## config.mk

```make
export PLATFORM = sky130hd
export DESIGN_NAME = ahb_response_mux
export DESIGN_NICKNAME = d
export VERILOG_FILES = /design/src/rtl/ahb_response_mux.sv
export SDC_FILE = /design/constraint.sdc
export NUM_CORES = 1
export LEC_CHECK = 0
export ABC_CLOCK_PERIOD_IN_PS = 2600
export CORE_AREA = 2 2 47 92
export DETAILED_ROUTE_END_ITERATION = 7
export DIE_AREA = 0 0 49 94
export PLACE_DENSITY = 0.78
export SYNTH_ARGS = -nofsm -noshare
export SYNTH_HDL_FRONTEND = slang
export SYNTH_SLANG_ARGS = --single-unit
```

## constraint.sdc

```tcl
create_clock -name HCLK -period 2.6 [get_ports HCLK]
set_input_delay 0.39 -clock HCLK [delete_from_list [all_inputs] [get_ports HCLK]]
set_output_delay 0.39 -clock HCLK [all_outputs]
set_load 0.02 [all_outputs]
```

## src/rtl/ahb_response_mux.sv

```systemverilog
// AHB-Lite response mux for a two-slave interconnect, with a wait-state watchdog.
// Ports: HCLK/HRESET, decoder selects + HTRANS, slave responses in, muxed HRDATA/HREADY/HRESP + HTIMEOUT out.
module ahb_response_mux #(
  parameter int unsigned DataWidth = 32,
  parameter int unsigned MaxWait   = 16
) (
  input  logic                 HCLK,
  input  logic                 HRESET,
  input  logic                 HSELOne,
  input  logic                 HSELTwo,
  input  logic [1:0]           HTRANS,
  input  logic [DataWidth-1:0] HRDATAOne,
  input  logic [DataWidth-1:0] HRDATATwo,
  input  logic                 HREADYOUTOne,
  input  logic                 HREADYOUTTwo,
  input  logic                 HRESPOne,
  input  logic                 HRESPTwo,
  output logic [DataWidth-1:0] HRDATA,
  output logic                 HREADY,
  output logic                 HRESP,
  output logic                 HTIMEOUT
);

  typedef enum logic [1:0] {
    SEL_NONE,
    SEL_ONE,
    SEL_TWO
  } sel_e;

  typedef enum logic [1:0] {
    ST_NORMAL,
    ST_ERR1,
    ST_ERR2
  } state_e;

  localparam logic [7:0] CntLast = 8'(MaxWait - 1);

  state_e     state_q, state_d;
  sel_e       sel_q, sel_d;
  logic [7:0] cnt_q, cnt_d;

  sel_e                 addr_sel;
  logic [DataWidth-1:0] sel_data;
  logic                 sel_ready;
  logic                 sel_resp;
  logic                 wait_cyc;

  // Slave one wins when the decoder raises both selects.
  always_comb begin
    addr_sel = SEL_NONE;
    if (HTRANS[1] && HSELOne) begin
      addr_sel = SEL_ONE;
    end else if (HTRANS[1] && HSELTwo) begin
      addr_sel = SEL_TWO;
    end
  end

  always_comb begin
    sel_data  = '0;
    sel_ready = 1'b1;
    sel_resp  = 1'b0;
    unique case (sel_q)
      SEL_ONE: begin
        sel_data  = HRDATAOne;
        sel_ready = HREADYOUTOne;
        sel_resp  = HRESPOne;
      end
      SEL_TWO: begin
        sel_data  = HRDATATwo;
        sel_ready = HREADYOUTTwo;
        sel_resp  = HRESPTwo;
      end
      default: begin
        sel_data  = '0;
        sel_ready = 1'b1;
        sel_resp  = 1'b0;
      end
    endcase
  end

  // NONE always reports ready, so a stall implies an active slave.
  assign wait_cyc = (state_q == ST_NORMAL) && !sel_ready;

  always_comb begin
    HRDATA = '0;
    HREADY = 1'b1;
    HRESP  = 1'b0;
    unique case (state_q)
      ST_ERR1: begin
        HREADY = 1'b0;
        HRESP  = 1'b1;
      end
      ST_ERR2: begin
        HREADY = 1'b1;
        HRESP  = 1'b1;
      end
      default: begin
        HRDATA = sel_data;
        HREADY = sel_ready;
        HRESP  = sel_resp;
      end
    endcase
  end

  assign HTIMEOUT = (state_q == ST_ERR1);

  always_comb begin
    state_d = state_q;
    sel_d   = sel_q;
    cnt_d   = cnt_q;
    if (HREADY) begin
      sel_d = addr_sel;
      cnt_d = '0;
    end
    unique case (state_q)
      ST_NORMAL: begin
        if (wait_cyc) begin
          if (cnt_q == CntLast) begin
            state_d = ST_ERR1;
            cnt_d   = '0;
          end else begin
            cnt_d = cnt_q + 8'd1;
          end
        end
      end
      ST_ERR1: state_d = ST_ERR2;
      ST_ERR2: state_d = ST_NORMAL;
      default: state_d = ST_NORMAL;
    endcase
  end

  always_ff @(posedge HCLK) begin
    if (HRESET) begin
      state_q <= ST_NORMAL;
      sel_q   <= SEL_NONE;
      cnt_q   <= '0;
    end else begin
      state_q <= state_d;
      sel_q   <= sel_d;
      cnt_q   <= cnt_d;
    end
  end

endmodule

```

==> impl_metrics.prom <==
# TYPE chip_impl_metric gauge
chip_impl_metric{name="critPathArrivalTime",unit="ps"} 2120
chip_impl_metric{name="route.detailed.wl_per_inst",unit="um"} 14.8
chip_impl_metric{name="final.min_clock_period",unit="ps"} 2510
chip_impl_metric{name="synth-warning-count",unit=""} 0
chip_impl_metric{name="grt_pass1_wl",unit="um"} 7110
chip_impl_metric{name="drcViolationCount",unit=""} 0
chip_impl_metric{name="power_per_cell_area",unit="nW/um^2"} 260
chip_impl_metric{name="nets",unit=""} 351
chip_impl_info{name="worst-setup-path-type",value="reg2out"} 1
chip_impl_metric{name="final_period_utilization",unit="%"} 96.6
chip_impl_metric{name="syn2layout_area_growth",unit="%"} 110
chip_impl_metric{name="util_after_layout",unit="%"} 61.4
chip_impl_metric{name="worst_ir_drop_vdd",unit="mV"} 0.279
chip_impl_metric{name="place_hpwl",unit="um"} 3600
chip_impl_metric{name="cts.sinks",unit=""} 12
chip_impl_metric{name="power.leakage",unit="uW"} 0.00112
chip_impl_info{name="cts_tree",value="built"} 1
chip_impl_metric{name="drt_iter0_drc",unit=""} 49
chip_impl_info{name="worstPathCellList",value="inv_1, ha_1, or2_4, nor2_1, clkdlybuf4s50_1"} 1
chip_impl_metric{name="antenna_found_initial",unit=""} 0
chip_impl_metric{name="syn_nets",unit=""} 244
chip_impl_metric{name="htreeDepth",unit=""} 1
chip_impl_info{name="cp_slowest_cell",value="clkdlybuf4s50_1"} 1
chip_impl_metric{name="report.final.setup_viol",unit=""} 0
chip_impl_metric{name="start_util",unit="%"} 29.2
chip_impl_metric{name="numPortBuffers",unit=""} 107
chip_impl_metric{name="max_slew.worst_pin.slew",unit="ps"} 478
chip_impl_info{name="critPathTopFamily",value="buffers and inverters"} 1
chip_impl_metric{name="ys_seq_area_share",unit="%"} 21.2
chip_impl_info{name="setup.worst_path.end_class",value="primary output"} 1
chip_impl_metric{name="core_region_area",unit="um^2"} 3880
chip_impl_metric{name="route.antenna.remaining_nets",unit=""} 0
chip_impl_metric{name="timing.final.max_slew_violations",unit=""} 0
chip_impl_metric{name="die_width",unit="um"} 49
chip_impl_metric{name="slew-limit-headroom",unit="%"} 67.9
chip_impl_metric{name="postSynthRegisterBits",unit=""} 12
chip_impl_info{name="rsz0062_at_grt",value="false"} 1
chip_impl_metric{name="firstDrtPassIters",unit=""} 4
chip_impl_info{name="clk_root_buffer_cell",value="clkbuf_8"} 1
chip_impl_metric{name="ys_types",unit=""} 27
chip_impl_metric{name="post_layout_nonfiller_instances",unit=""} 320
chip_impl_metric{name="die_area",unit="um^2"} 4610
chip_impl_metric{name="num_vias",unit=""} 1629
chip_impl_metric{name="worst-path-stages",unit=""} 5
chip_impl_metric{name="dp.cells",unit=""} 315
chip_impl_info{name="worst_setup_ep",value="HRDATA[21]"} 1
chip_impl_metric{name="maxCapViolations",unit=""} 0
chip_impl_metric{name="syn-instance-count",unit=""} 163
chip_impl_metric{name="cp_peak_stage_delay",unit="ps"} 610
chip_impl_metric{name="setup_tns",unit="ps"} 0
chip_impl_metric{name="clk_pin_slew",unit="ps"} 50
chip_impl_metric{name="antenna-diode-count",unit=""} 0
chip_impl_metric{name="io_pins",unit=""} 109
chip_impl_metric{name="vias_per_cell",unit=""} 5.09
chip_impl_info{name="regToRegEndpoint",value="cnt_q[5]"} 1
chip_impl_info{name="crit-reg2reg-launch",value="sel_q[0]"} 1
chip_impl_info{name="startpoint_type",value="register"} 1
chip_impl_metric{name="synthesis.area_per_instance",unit="um^2"} 6.95
chip_impl_metric{name="cts_setup_buffers",unit=""} 0
chip_impl_metric{name="wirelength",unit="um"} 4730
chip_impl_metric{name="track_usage",unit="%"} 19.2
chip_impl_info{name="cp-startpoint",value="state_q[0]"} 1
chip_impl_metric{name="proportion_of_layout_cells_with_a_drive_suffix_above_1",unit="%"} 6.32
chip_impl_info{name="run_status",value="complete, no violations"} 1
chip_impl_metric{name="cts_buffer_depth",unit=""} 2
chip_impl_metric{name="worst-r2r-setup-slack",unit="ps"} 490
chip_impl_info{name="worstHoldPathType",value="reg2reg"} 1
chip_impl_metric{name="worst_clock_skew",unit="ps"} 2.08
chip_impl_metric{name="grt_start_max_net_pins",unit=""} 33
chip_impl_metric{name="stdcell_area",unit="um^2"} 2390
chip_impl_metric{name="worst-r2r-cell-count",unit=""} 7
chip_impl_metric{name="mappedNetlistArea",unit="um^2"} 1130
chip_impl_metric{name="post_dp_cell_area",unit="um^2"} 2270
chip_impl_metric{name="post_cts_hold_buffer_count",unit=""} 0
chip_impl_metric{name="routabilityCongestion",unit=""} 0.807
chip_impl_metric{name="achievable-frequency",unit="MHz"} 398
chip_impl_metric{name="placementRows",unit=""} 32
chip_impl_metric{name="clk_latency",unit="ps"} 240
chip_impl_metric{name="cp.required",unit="ps"} 2210
chip_impl_metric{name="cts_made_buffers",unit=""} 3
chip_impl_metric{name="die_y",unit="um"} 94
chip_impl_metric{name="hold_viol",unit=""} 0
chip_impl_metric{name="path_max_fanout",unit=""} 16
chip_impl_metric{name="critical_path.n_buffers_inverters",unit=""} 2
chip_impl_metric{name="first_global_vias",unit=""} 1519
chip_impl_metric{name="global_route.overflow_total",unit=""} 0
==> layer usage <==
layer / routed length, um / GRT usage [%] / up-vias
met3: 347 / 3.82 / 7
met1: 1830 / 21.1 / 731
met4: 63 / 4.29 / 0
met2: 2490 / 37.0 / 86
met5: 0 / 0 / -
li1: - / - / 805
==> registers in the layout, summed over array words and instances, names as in the netlist <==
| name | cells |
|---|---|
| cnt_q | 8 |
| sel_q | 2 |
| state_q | 2 |
==> layout by cell type, fill, tap and decap left out, drive strengths merged, types with 5 or more instances in the layout <==
master and instances:
nand2 8, ha 7, buf 8, nor2 38
o221ai 5, inv 11, nand3 8, dfxtp 12
clkdlybuf4s50 88, a22oi 33, dlymetal6s2s 19
==> Yosys cell counts, drive strengths merged <==
cell type  count  share of area [%]
or2            1               0.55
or3            1               0.55
o221ai         5                3.9
nor3           2               0.88
mux2i          4                4.6
nand4          3                1.7
xor2           1               0.77
inv           11                3.6
nand3          8                3.5
o21ba          1               0.88
nand2          8                2.6
nand3b         2                1.3
ha             7                7.7
o31ai          1               0.66
nand4b         1               0.77
or4            1               0.66
nor2          38                 13
a21oi          4                1.8
clkbuf        11                3.6
buf            3                1.3
a221o          1               0.88
dfxtp         12                 21
o21ai          3                1.3
a22oi         33                 22
o21bai         1               0.66
==> power by group <==
part / total [uW] / switching [uW] / internal, uW / leakage (uW)
clock: 208 / 74.1 / 134 / 0.0000288
sequential: 189 / 2.42 / 186 / 0.0000969
combinational: 223 / 83.2 / 139 / 0.000992
==> layout make-up <==
class,count,area (um^2)
fillers,348,1500
well taps,51,63.8
clock buffers,4,55.1
inverters,11,41.3
repair buffers,115,1180
multi-input cells,127,807
flip-flops and latches,12,240
==> what timing repair did <==
item,4_1_cts,5_1_grt
cloned,0,1
setup endpoints to repair,32,33
resized for setup,1,20
==> cells by family (layout without fill, tap and decap cells) <==
group | count (synthesis) | after routing | share of synthesized area, %
mux | 4 | 4 | 4.64
compound gates | 49 | 49 | 31.9
xor+xnor | 1 | 1 | 0.773
simple gates | 65 | 66 | 25.2
buf+inv | 25 | 130 | 8.61
fa+ha+maj | 7 | 7 | 7.73
flops | 12 | 12 | 21.2
==> worst min-delay path, cell delays in order (launching register included) <==
cell and delay, ps:
dfxtp_1 330, nand2_1 60, a21oi_1 50
==> through the flow <==
step / power [uW] / setup slack (ps) / hold WS (ps)
after floorplan: 265 / 530 / 443
after global placement: 409 / 132 / 463
after detailed placement: 410 / 94.2 / 465
after CTS: 619 / 13.8 / 475
after global routing: 647 / 8.21 / 532
final: 619 / 89.6 / 482
==> how the worst min path moves through the flow <==
stage              from  cells after the start  slack, ps       end
2_1_floorplan  sel_q[1]                      2        440  sel_q[1]
3_3_place_gp   sel_q[0]                      2        460  sel_q[0]
3_5_place_dp   sel_q[1]                      2        470  sel_q[1]
4_1_cts        sel_q[1]                      2        480  sel_q[1]
5_1_grt        sel_q[0]                      2        530  sel_q[0]
6_report       sel_q[1]                      2        480  sel_q[1]
(Power assumes the default switching activity.)
